### src/rtl/eq_gain_loader_if.sv
// Gain-word stream handshake between the configuration source and eq_gain_loader.
// One word per cycle when cfg_valid and cfg_ready are both high.
interface eq_gain_loader_if #(
    parameter int GW = 16
) ();
    logic          cfg_valid;
    logic          cfg_ready;
    logic [GW-1:0] cfg_data;
    logic          cfg_last;

    modport master (
        output cfg_valid,
        output cfg_data,
        output cfg_last,
        input  cfg_ready
    );

    modport slave (
        input  cfg_valid,
        input  cfg_data,
        input  cfg_last,
        output cfg_ready
    );
endinterface

### src/rtl/eq_gain_loader.sv
// Collects one frame of clamped band gains into a shadow bank and commits the whole
// set to the active bank on a sample strobe, so the equalizer never sees a mixed set.
//
// state | meaning
// IDLE  | waiting for band 0 of a new frame
// LOAD  | collecting bands 1..NBANDS-1 into the shadow bank
// DRAIN | frame was too long; swallowing words until cfg_last
// PEND  | full frame held in shadow, waiting for sample_strobe to commit
module eq_gain_loader #(
    parameter int            NBANDS       = 8,
    parameter int            GW           = 16,
    parameter logic [GW-1:0] DEFAULT_GAIN = 16'h4000,
    parameter logic [GW-1:0] GMAX         = 16'h7FFF
) (
    input  logic                         clk,
    input  logic                         rst,
    eq_gain_loader_if.slave              cfg,
    input  logic                         sample_strobe_i,
    input  logic                         err_clr_i,
    output logic [NBANDS-1:0][GW-1:0]    g_o,
    output logic                         busy_o,
    output logic                         commit_done_o,
    output logic                         err_o
);
    localparam int            IW       = $clog2(NBANDS);
    localparam logic [IW-1:0] LAST_IDX = IW'(NBANDS - 1);

    typedef enum logic [1:0] {
        IDLE  = 2'd0,
        LOAD  = 2'd1,
        DRAIN = 2'd2,
        PEND  = 2'd3
    } state_t;

    state_t                      state_q, state_d;
    logic [IW-1:0]               idx_q, idx_d;
    logic [NBANDS-1:0][GW-1:0]   shadow_q, shadow_d;
    logic [NBANDS-1:0][GW-1:0]   g_q, g_d;
    logic                        err_q, err_d;
    logic                        commit_done_q, commit_done_d;

    logic                        accept;
    logic                        err_set;
    logic [GW-1:0]               word_clamped;

    // Ready must drop during reset even though the state register is not yet IDLE-reset.
    assign cfg.cfg_ready = !rst && (state_q != PEND);
    assign accept        = cfg.cfg_valid && cfg.cfg_ready;
    assign word_clamped  = (cfg.cfg_data > GMAX) ? GMAX : cfg.cfg_data;

    always_ff @(posedge clk) begin
        if (rst) begin
            state_q       <= IDLE;
            idx_q         <= '0;
            shadow_q      <= {NBANDS{DEFAULT_GAIN}};
            g_q           <= {NBANDS{DEFAULT_GAIN}};
            err_q         <= 1'b0;
            commit_done_q <= 1'b0;
        end else begin
            state_q       <= state_d;
            idx_q         <= idx_d;
            shadow_q      <= shadow_d;
            g_q           <= g_d;
            err_q         <= err_d;
            commit_done_q <= commit_done_d;
        end
    end

    always_comb begin
        state_d       = state_q;
        idx_d         = idx_q;
        shadow_d      = shadow_q;
        g_d           = g_q;
        commit_done_d = 1'b0;
        err_set       = 1'b0;

        unique case (state_q)
            IDLE: begin
                if (accept) begin
                    shadow_d[0] = word_clamped;
                    if (cfg.cfg_last) begin
                        err_set = 1'b1;
                        idx_d   = '0;
                    end else begin
                        idx_d   = IW'(1);
                        state_d = LOAD;
                    end
                end
            end
            LOAD: begin
                if (accept) begin
                    shadow_d[idx_q] = word_clamped;
                    if (idx_q == LAST_IDX) begin
                        idx_d = '0;
                        if (cfg.cfg_last) begin
                            state_d = PEND;
                        end else begin
                            err_set = 1'b1;
                            state_d = DRAIN;
                        end
                    end else if (cfg.cfg_last) begin
                        err_set = 1'b1;
                        idx_d   = '0;
                        state_d = IDLE;
                    end else begin
                        idx_d = idx_q + IW'(1);
                    end
                end
            end
            DRAIN: begin
                if (accept && cfg.cfg_last) begin
                    idx_d   = '0;
                    state_d = IDLE;
                end
            end
            PEND: begin
                // Strobes that coincide with the final word land in LOAD and are ignored.
                if (sample_strobe_i) begin
                    g_d           = shadow_q;
                    commit_done_d = 1'b1;
                    idx_d         = '0;
                    state_d       = IDLE;
                end
            end
            default: begin
                idx_d   = '0;
                state_d = IDLE;
            end
        endcase
    end

    // A new frame error in the same cycle as a clear must not be lost.
    always_comb begin
        err_d = err_q;
        if (err_clr_i) begin
            err_d = 1'b0;
        end
        if (err_set) begin
            err_d = 1'b1;
        end
    end

    assign g_o           = g_q;
    assign busy_o        = (state_q != IDLE);
    assign commit_done_o = commit_done_q;
    assign err_o         = err_q;
endmodule

### src/flat_wrapper.sv
// flat-port wrapper written by rule: the top's interface ports become plain ports
module eq_gain_loader_flat 
#(
    parameter int            NBANDS       = 8,
    parameter int            GW           = 16,
    parameter logic [GW-1:0] DEFAULT_GAIN = 16'h4000,
    parameter logic [GW-1:0] GMAX         = 16'h7FFF
)
  (clk, rst, sample_strobe_i, err_clr_i, g_o, busy_o, commit_done_o, err_o, cfg_cfg_valid, cfg_cfg_data, cfg_cfg_last, cfg_cfg_ready);
  eq_gain_loader_if #(.GW(GW)) cfg_i ();
  input  logic clk;
  input  logic rst;
  input  logic sample_strobe_i;
  input  logic err_clr_i;
  output logic [NBANDS-1:0][GW-1:0] g_o;
  output logic busy_o;
  output logic commit_done_o;
  output logic err_o;
  input wire logic [$bits(cfg_i.cfg_valid)-1:0] cfg_cfg_valid;
  input wire logic [$bits(cfg_i.cfg_data)-1:0] cfg_cfg_data;
  input wire logic [$bits(cfg_i.cfg_last)-1:0] cfg_cfg_last;
  output wire logic [$bits(cfg_i.cfg_ready)-1:0] cfg_cfg_ready;
  assign cfg_i.cfg_valid = cfg_cfg_valid;
  assign cfg_i.cfg_data = cfg_cfg_data;
  assign cfg_i.cfg_last = cfg_cfg_last;
  assign cfg_cfg_ready = cfg_i.cfg_ready;
  eq_gain_loader #(.NBANDS(NBANDS), .GW(GW), .DEFAULT_GAIN(DEFAULT_GAIN), .GMAX(GMAX)) u_core (.clk(clk), .rst(rst), .cfg(cfg_i), .sample_strobe_i(sample_strobe_i), .err_clr_i(err_clr_i), .g_o(g_o), .busy_o(busy_o), .commit_done_o(commit_done_o), .err_o(err_o));
endmodule
### config.mk
export PLATFORM = sky130hd
export DESIGN_NAME = eq_gain_loader_flat
export DESIGN_NICKNAME = d
export VERILOG_FILES = /design/src/rtl/eq_gain_loader_if.sv /design/src/rtl/eq_gain_loader.sv /design/src/flat_wrapper.sv
export SDC_FILE = /design/constraint.sdc
export NUM_CORES = 1
export LEC_CHECK = 0
export ABC_AREA = 1
export CAP_MARGIN = 20
export CORE_UTILIZATION = 48
export DETAILED_ROUTE_END_ITERATION = 10
export PLACE_DENSITY_LB_ADDON = 0.1
export SLEW_MARGIN = 20
export SYNTH_ARGS = -nofsm -noshare
export SYNTH_HDL_FRONTEND = slang
export SYNTH_SLANG_ARGS = --single-unit
### constraint.sdc
create_clock -name clk -period 1.3 [get_ports clk]
set_input_delay 0.26 -clock clk [delete_from_list [all_inputs] [get_ports clk]]
set_output_delay 0.26 -clock clk [all_outputs]
set_load 0.05 [all_outputs]
Yosys cells after proc, flatten, opt, wreduce, memory -nomap -nowiden --
Cells that the tools add are included.
Word-level totals: register bits 263, output and inout port bits 132
Cells by class: $lt $le $gt $ge 3, mux-type cells 33, equality and inequality tests 11, bitwise operators 1, $add $sub $neg 1, reduce and logical (&&, ||, !) cells 15
Operators by type and width (number):
- bitwise mux 128 bit | 1
- two-way mux 16 bit | 4
- demux 16 bit (select 3 bit) | 1
- case mux 16 bit (2 select lines) | 1
- two-way mux 3 bit | 6
- greater-than comparator 16 x 15 -> 1 bit (second input constant) | 1
- two-way mux 2 bit | 7
- case mux 3 bit (4 select lines) | 1
- two-way mux 1 bit | 10
- case mux 2 bit (4 select lines) | 1
- != test 2 x 1 -> 1 bit (second input constant) | 3
- != test 2 bit (second input constant) | 3
- AND reduction 6 bit | 1
- nonzero test 2 bit | 3
- == test 2 bit (second input constant) | 2
- logical AND 1 bit | 4
- < comparator 3 x 4 -> 1 bit (second input constant) | 1
- AND reduction 2 bit | 2
- AND reduction 4 bit | 1
- adder 3 x 1 -> 3 bit (second input constant) | 1
- == test 3 bit (second input constant) | 1
- >= comparator 3 x 1 -> 1 bit (second input constant) | 1
- != test 3 x 2 -> 1 bit (second input constant) | 1
- AND reduction 3 bit | 1
- other kinds (6) | 6

Logic depth before layout (Yosys ltp) --
Gate-level depths: netlist of run 1.
word-level depth 7, gate-level depth with buffers 10, mapped depth without buffers 10

Least setup slack after synthesis of run 1 --
OpenSTA, ideal clock, no wires.
kind input to output, start point in rst, end point out cfg_cfg_ready, path buffers 3, arrival 1169 ps, slack -129 ps, stages 6, path through buf_4 -> clkinv_4 -> buf_2 -> buf_2 -> nand2_1 -> inv_1
On the way: cells in the longest elaborated chain, start to end 2
RTL lines:
- from (decl) | line flat_wrapper.sv:12 | input logic rst;
- logical NOT 1 bit | line eq_gain_loader.sv:47 | assign cfg.cfg_ready = !rst && (state_q != PEND);
- logical AND 1 bit | line eq_gain_loader.sv:47
- to (decl) | line flat_wrapper.sv:22 | output wire logic [$bits(cfg_i.cfg_ready)-1:0] cfg_cfg_ready;
Every way passes these cells.

Worst setup path after layout of run 1 --
start point reg u_core.state_q[0], end point reg u_core.g_q, in the netlist u_core.g_o[34]
On the way: cells in the longest elaborated chain, start to end 2
RTL lines:
- from (decl) | line eq_gain_loader.sv:35 | state_t state_q, state_d;
- from (signal assigned) | line eq_gain_loader.sv:60 | state_q <= state_d;
- == test 2 bit | line eq_gain_loader.sv:77 | unique case (state_q)
- AND reduction 2 bit (no source line)
- to (signal assigned) | line eq_gain_loader.sv:56 | g_q <= {NBANDS{DEFAULT_GAIN}};
- to (signal assigned) | line eq_gain_loader.sv:63 | g_q <= g_d;
- to (decl) | line eq_gain_loader.sv:38 | logic [NBANDS-1:0][GW-1:0] g_q, g_d;
Every way passes these cells. A chain may end at the register's enable or synchronous reset.

==> results of run 1 <==
-- state kept, by name, indices dropped and copies added (netlist names) --
signal,cells
u_core.err_o,1
u_core.commit_done_o,1
u_core.state_q,2
u_core.idx_q,3
u_core.g_o,128
u_core.shadow_q,128
-- worst min path at each step --
stage	depth (start not counted)	slack, ps	end	start
2_1_floorplan	2	420	u_core.shadow_q[111]	u_core.shadow_q[111]
3_3_place_gp	2	430	u_core.shadow_q[47]	u_core.shadow_q[47]
3_5_place_dp	2	430	u_core.shadow_q[15]	u_core.shadow_q[15]
4_1_cts	5	310	u_core.idx_q[0]	rst
5_1_grt	5	370	u_core.shadow_q[5]	rst
6_report	5	360	u_core.shadow_q[0]	rst
-- metrics by stage --
stage	util	instance area, um^2	total power (uW)	cells
after floorplan	-	9854	9852	1223
after global placement	0.6660	13180	10720	1616
after detailed placement	0.6660	13180	10760	1616
after CTS	0.8315	16450	19330	1748
after global routing	0.8705	17220	20490	1757
final	0.8705	17220	20130	1757
-- critical path, cell delays in order (launching register included) --
cell       delay [ps]
dfxtp_4           380
nand2_4            60
buf_6             110
buf_4             140
inv_4              80
nand2_8            90
buf_12            170
buf_12            130
bufbuf_16         270
nand2_1            90
a21oi_1            90
-- per-layer routing --
| layer | GRT usage | up-vias | routed length (um) |
|---|---|---|---|
| li1 | - | 4410 | - |
| met5 | 0 | - | 0 |
| met2 | 0.5921 | 913 | 20260 |
| met4 | 0.1937 | 0 | 3801 |
| met1 | 0.3732 | 5021 | 14460 |
| met3 | 0.06006 | 319 | 4000 |
-- cell families (layout without fill, tap and decap cells) --
logic type                 count (synthesis)  after routing  synth area share
and+or+nand+nor                          595            599            0.2634
DFF                                      263            263            0.5354
adders and majority gates                  3              3          0.003818
buffers and inverters                    119            384           0.07317
AOI/OAI and AO/OA                        243            243            0.1242
-- where the power goes --
group | internal [uW] | leakage [uW] | switching (uW)
clock | 4410 | 0.000432 | 3300
sequential | 8250 | 0.00215 | 245
combinational | 1600 | 0.00440 | 2330
-- cells in the final DEF (no fill, tap or decap), types with 25 or more instances in the layout --
| cell type | netlist | final |
|---|---|---|
| buf_12 | 4 | 177 |
| nand2_4 | 0 | 59 |
| o21ai_1 | 53 | 57 |
| a21oi_1 | 151 | 72 |
| a21oi_2 | 0 | 77 |
| dfxtp_2 | 0 | 36 |
| clkbuf_16 | 0 | 32 |
| buf_4 | 10 | 53 |
| nor2_1 | 150 | 127 |
| nor2_2 | 34 | 45 |
| dfxtp_1 | 263 | 211 |
| nand2_2 | 8 | 110 |
| nand2_1 | 348 | 186 |
| o21ai_0 | 37 | 25 |
-- final cells by class --
class                   count  area share
clock buffers              40     0.04614
clock inverters             8    0.003996
inverters                  29     0.01112
multi-input cells         845      0.3040
flip-flops and latches    263      0.3118
well taps                 265     0.01925
repair buffers            303      0.3005
repair inverters            4    0.003124
-- what timing repair did --
item	in CTS	in global routing
setup buffers	49	18
pin swaps	37	56
gates cloned	35	5
endpoints found under the setup margin	378	390
resized for setup	333	246
==> summary.txt, run 1 <==
root buf cell = clkbuf_16
RR Endpoint = u_core.g_o[34]
Critical Path RT = 1680 ps
first-pass GRT wire length = 55.58 mm
worst skew pair latency = 550 ps
Clock Skew = 24.11 ps
VDD IR max = 0.9706 mV
critical path endpoint category = flip-flop
Gate Count Post-Synth = 1223
Die Width = 145.1 um
Num CTS Buffers = 26
FF/Latch Area = 5370 um^2
Total GRT Usage = 0.3334
Area Growth Syn to Fin = 75.12%
Via density = 6.069
largest net degree at the start of global routing = 130
Seq cells post-synth = 263
crit share post-route = 1.365
Worst Setup EP = u_core.g_o[34]
Synth Flop Type = dfxtp_1
Worst Path Arrival = 2160 ps
crit path kind = reg2reg
Net Count, Synth = 1248
R2R depth = 10
port bufs = 153
most frequent cell after synthesis = nand2_1
hold crit path type = in2reg
Power Density = 1169 nW/um^2
vias post-DR = 10660
most frequent cells after synthesis = 348 x nand2_1, 263 x dfxtp_1, 151 x a21oi_1, 150 x nor2_1, 53 x o21ai_1
antenna violations before repair = 0
Reg2Reg Setup Slack = -470 ps
core box area = 19780 um^2
ys async rst share = 0
global route overflow = 0
Slew HR = 0.4518
final setup fails = 375
diode count = 0
Cell Rows = 51
DR WL/cell = 24.21 um
global placer's final weighted congestion = 0.8639
clk sink count = 263
PnR worst setup slack = -474.9 ps
reg-to-reg startpoint = u_core.state_q[0]
TritonCTS clock tree = done
RSZ-0062 raised after global routing = true
Max-cap violations = 0
Yosys top cell by area = dfxtp_1
Die H = 145.1 um
Max Slew Vio Count = 0
layout cells sized above 1 = 0.5134
1st-iter DRT viols = 1042
Tmin final = 1775 ps
Avg Cell Area, Syn = 8.040 um^2
Max Clk Rate = 563.4 MHz
CTS clk-pin slew, worst paths = 70 ps
top post-synthesis cells by area = dfxtp_1 54%, nand2_1 13%, a21oi_1 7.7%
setup tns final = -81070 ps
Distinct cells, synth = 33
Starting Density = 0.4971
Slew @ Worst Pin = 822.2 ps
CP Launch Point = u_core.state_q[0]
Synth top area share = 0.5354
area of the multi-input gates = 5235 um^2
Clock Tree Buf Depth = 3
Warnings, synthesis = 0
startpoint types = flip-flop
I/O pin count = 154
failing checks = negative setup slack
drt drc = 0
DRT antenna net count = 0
CP max FO = 6
H-tree depth = 1
EDFF count, synth = 0
Post-Syn Area = 9833 um^2
Hold WS = 359.2 ps
DP Worst Slack = -550.0 ps
fillcell total = 791
status = finished, violations left
Pre-antenna DRT Iters = 6
Hold Vio Cnt, Final = 0
detailed placement HPWL = 17.42 mm
routed wire length = 42.53 mm
Leakage Power = 0.006980 uW
die area = 21060 um^2
Post-CTS Hold Buffers = 0
vias in the first global route = 10110
Final #Nets = 1497
Seq/Total Area, Yosys = 0.5354
No activity file was read; power rests on OpenSTA's default activity.
==> inputs of run 2 (changes only) <==
Settings changed: REMOVE_ABC_BUFFERS set to 1.
==> run 2 against run 1 <==
Against the previous run: via count down 18%; worst hold slack lost 330 ps; global-route usage is 6.7 points lower; the run still ends with negative setup slack left; critical path depth down 6; highest routed layer unchanged; non-clock buffer count shrank 78; wire length down 33%; cell area decreased by 15%; largest cell class unchanged; setup slack gained 200 ps; register-to-register slack gained 310 ps; total power fell by 8.7%; combinational power shrank 33%; sequential power fell by 0.6%.
==> summary.txt, run 2 (synthesis results as in run 1) <==
Num CTS Buffers = 26
TritonCTS clock tree = done
hold crit path type = in2reg
core box area = 19780 um^2
CP max FO = 4
root buf cell = clkbuf_16
Area Growth Syn to Fin = 48.52%
Power Total = 18390 uW
Hold Vio Cnt, Final = 0
Cells after DPL = 1613
critical path endpoint category = primary output
startpoint types = flip-flop
Die Width = 145.1 um
Max Slew Vio Count = 0
Post-Layout Cell Count = 1671
detailed placement HPWL = 18.45 mm
routed wire length = 28.39 mm
DRT antenna net count = 0
VDD IR max = 1.288 mV
Leakage Power = 0.005628 uW
worst skew pair latency = 530 ps
Power Density = 1259 nW/um^2
H-tree depth = 1
port bufs = 153
vias in the first global route = 8349
Clock Skew = 9.874 ps
Slew HR = 0.4747
clk sink count = 263
Final #Nets = 1414
R2R depth = 8
critical path's slowest cell = dfxtp_2
vias post-DR = 8700
Critical Path RT = 1040 ps
largest net degree at the start of global routing = 159
Max Clk Rate = 636.5 MHz
global placer's final weighted congestion = 0.8411
Total GRT Usage = 0.2669
antenna violations before repair = 0
1st-iter DRT viols = 814
drt drc = 0
CTS clk-pin slew, worst paths = 60 ps
Max-cap violations = 0
Hold WS = 33.04 ps
Slew @ Worst Pin = 788.0 ps
slowest cell delay on critical path = 340 ps
Pre-antenna DRT Iters = 5
commonest non-fill, non-tap cells in the layout = 344 x nand2_1, 238 x dfxtp_1, 158 x buf_12
crit path kind = reg2out
crit-path cells = nand2_2 > nand2_1 > inv_1 > buf_6
fillcell total = 1430
PnR worst setup slack = -271.1 ps
first-pass GRT wire length = 45.42 mm
DR WL/cell = 16.99 um
diode count = 0
layout cells sized above 1 = 0.2831
hold depth = 3
Post-CTS Hold Buffers = 0
failing checks = negative setup slack
RSZ-0062 raised after global routing = true
Tmin final = 1571 ps
status = finished, violations left
most common cell after layout, fill and taps aside = nand2_1
crit share post-route = 1.209
final setup fails = 347
Clock Tree Buf Depth = 3
Worst Path Arrival = 1310 ps
Via density = 5.206
global route overflow = 0
DP Worst Slack = -606.0 ps
I/O pin count = 154
die area = 21060 um^2
Starting Density = 0.4971
Cell Rows = 51
Die H = 145.1 um
-- run 2: cell count changes in the layout (fill, tap and decap cells not counted), moves of 11 or more --
cell / delta
nand2_1: +158
buf_4: -22
buf_12: -19
a21oi_2: -76
buf_16: -18
a21oi_1: +77
nand2_2: -101
dfxtp_2: -16
dfxtp_1: +27
nand2_4: -57
dfxtp_4: -11
-- run 2: where the power goes --
group	switching, uW	internal [uW]
clock	3040	4290
combinational	1570	1050
sequential	176	8260
total	4780	13600
-- run 2: final cells by class --
class                      count  area (um^2)  share of cell area
clock buffer                  42        822.0             0.05629
clock inverter                 3        18.77            0.001285
inverter                      29        173.9             0.01191
multi-input combinational    843         4101              0.2808
sequential                   263         5309              0.3635
tap                          265        331.6             0.02270
timing repair buffer         225         3839              0.2629
timing repair inverter         1        8.758           0.0005997
-- run 2: timing repair --
| item | 4_1_cts | 5_1_grt |
|---|---|---|
| cloned | 4 | 1 |
| setup buffers | 7 | 1 |
| resized for setup | 109 | 17 |
| setup endpoints to repair | 386 | 392 |
| pin swaps | 13 | 9 |
-- run 2: path summary, 6_finish.rpt --
check	startpoint	end	slack, ps
worst min register to register	u_core.shadow_q[47]	u_core.shadow_q[47]	440
worst min-delay path	rst	u_core.g_o[15]	30
worst max-delay path	u_core.state_q[0]	cfg_cfg_ready	-270
worst max register to register	u_core.state_q[0]	u_core.shadow_q[23]	-160
-- run 2: per-stage QoR --
step / util / setup TNS [ps] / area, um^2
after global placement: 0.6672 / -92570 / 13200
after floorplan: - / -266900 / 9255
after detailed placement: 0.6672 / -95350 / 13200
final: 0.7383 / -20010 / 14600
after CTS: 0.7348 / -19830 / 14540
after global routing: 0.7383 / -40570 / 14600
-- run 2: critical path: cells and delay by family (launching register included) --
family,cells,cell delay [ps]
buffers and inverters,2,240
and+or+nand+nor,2,210
DFF,1,340
-- run 2: layer usage --
metal	vias up	global-route usage	wire length, um
met5	-	0	0
met4	0	0.06368	530
met3	47	0.05786	2341
met2	334	0.4200	12930
met1	4072	0.3718	12590
li1	4247	-	-
==> inputs of run 3 (changes only) <==
Settings changed: CAP_MARGIN 20 to not set, CORE_UTILIZATION 48 to 57.
Clock period 1.3 ns to 1.9 ns, I/O delays scaled along.
==> run 3 against run 2 <==
Against the previous run: the run now ends clean; total power fell by 34%; flip-flop and latch count did not move; global-route usage rose by 1.1 points; critical path depth fell by 3; clock-buffer cell count fell by 4; die area fell by 16%; cell count fell by 5.1%; combinational power fell by 54%; utilization fell by 1.2 points; critical path type unchanged; critical endpoint is now g_o[46].
==> summary.txt, run 3 (synthesis results as in run 1) <==
Via density = 5.291
Hold Vio Cnt, Final = 0
Area Growth Syn to Fin = 23.34%
Clock Skew = 11.01 ps
Clock Tree Buf Depth = 3
RSZ-0062 raised after global routing = false
Max-cap violations = 0
Pre-antenna DRT Iters = 5
core box area = 16700 um^2
I/O pin count = 154
1st-iter DRT viols = 699
critical path's slowest cell = dlygate4sd2_1
met2 wire len = 11.79 mm
placed instance area = 11360 um^2
Critical Path RT = 1520 ps
die area = 17780 um^2
VDD IR max = 0.8400 mV
Power Density = 1007 nW/um^2
port bufs = 153
design area = 12130 um^2
Post-Layout Cell Count = 1586
Post-CTS Hold Buffers = 0
CP bufs+invs = 1
Tmin final = 1849 ps
Slew @ Worst Pin = 746.7 ps
Max Clk Rate = 540.9 MHz
met1 wire length = 11.01 mm
Total GRT Usage = 0.2783
DP Worst Slack = -10.92 ps
crit path kind = reg2out
Post-CTS Setup Inserts = 0
Power Total = 12220 uW
routed wire length = 25.05 mm
Slew HR = 0.5022
hold crit path type = in2reg
global placer's final weighted congestion = 0.7882
Die H = 133.3 um
Leakage Power = 0.005150 uW
Max Slew Vio Count = 0
vias post-DR = 8392
met3 WL post-DR = 1.603 mm
largest net degree at the start of global routing = 160
most common cell after layout, fill and taps aside = nand2_1
diode count = 0
slowest cell delay on critical path = 550 ps
crit-path leading delay family = buffers and inverters
detailed placement HPWL = 15.85 mm
Starting Density = 0.5888
critical path endpoint category = primary output
crit-path cells = dlygate4sd2_1
PnR worst setup slack = 51.30 ps
first-pass GRT wire length = 39.52 mm
worst skew pair latency = 530 ps
TritonCTS clock tree = done
Cell Rows = 47
top layer in use = met4
status = finished, final reports clean
CTS clk-pin slew, worst paths = 60 ps
CP max FO = 2
antenna violations before repair = 0
commonest non-fill, non-tap cells in the layout = 348 x nand2_1, 262 x dfxtp_1, 151 x a21oi_1
global route overflow = 0
Cells after DPL = 1538
Num CTS Buffers = 26
DRT antenna net count = 0
layout cells sized above 1 = 0.1428
Worst Path Arrival = 1470 ps
Die Width = 133.3 um
crit share post-route = 0.9730
# resized after CTS = 97
final setup fails = 0
H-tree depth = 1
root buf cell = clkbuf_16
startpoint types = flip-flop
DR WL/cell = 15.79 um
drt drc = 0
fillcell total = 1371
clk sink count = 263
vias in the first global route = 7748
Final #Nets = 1371
==> run 3: cell count changes in the layout (fill, tap and decap cells not counted), moves of 5 or more <==
cell           previous run  this run
nor3_1                    8        14
dfxtp_2                  20         1
dfxtp_4                   5         0
buf_4                    31        57
nor2_1                  129       149
buf_6                    12         0
dfxtp_1                 238       262
nor2_2                   48        35
dlygate4sd2_1             0        97
nor2_4                    9         0
buf_12                  158        11
==> run 3: worst paths after layout <==
check	startpoint	depth (start not counted)	slack, ps	endpoint
min reg2reg	u_core.shadow_q[95]	2	440	u_core.shadow_q[95]
max	u_core.g_o[46]	1	50	g_o[46]
max reg2reg	u_core.idx_q[0]	10	330	u_core.state_q[1]
min	rst	6	390	u_core.err_o
==> run 3: per-layer routing <==
| layer | vias up | GRT usage |
|---|---|---|
| met5 | - | 0 |
| met4 | 0 | 0.09596 |
| met3 | 53 | 0.03691 |
| met2 | 276 | 0.4575 |
| met1 | 3912 | 0.3770 |
| li1 | 4151 | - |
==> run 3: layout make-up <==
class | instances | area [um^2] | area share
clock buffers | 38 | 777.0 | 0.06407
well taps | 220 | 275.3 | 0.02270
flip-flops and latches | 263 | 5266 | 0.4342
clock inverters | 10 | 111.4 | 0.009182
multi-input cells | 841 | 3856 | 0.3180
repair buffers | 185 | 1698 | 0.1400
inverters | 29 | 143.9 | 0.01186
==> run 3: where the power goes <==
group | switching [uW] | internal, uW
registers | 116 | 5640
logic | 850 | 349
clock network | 2140 | 3120
total | 3110 | 9110
==> run 3: through the flow <==
stage               hold WS, ps  setup TNS, ps    util
global placement          427.1         -19.69  0.6800
global route              411.8              0  0.7262
finish                    387.3              0  0.7262
detailed placement        433.6         -10.92  0.6800
CTS                       378.5              0  0.7260
floorplan                 418.9        -162080       -
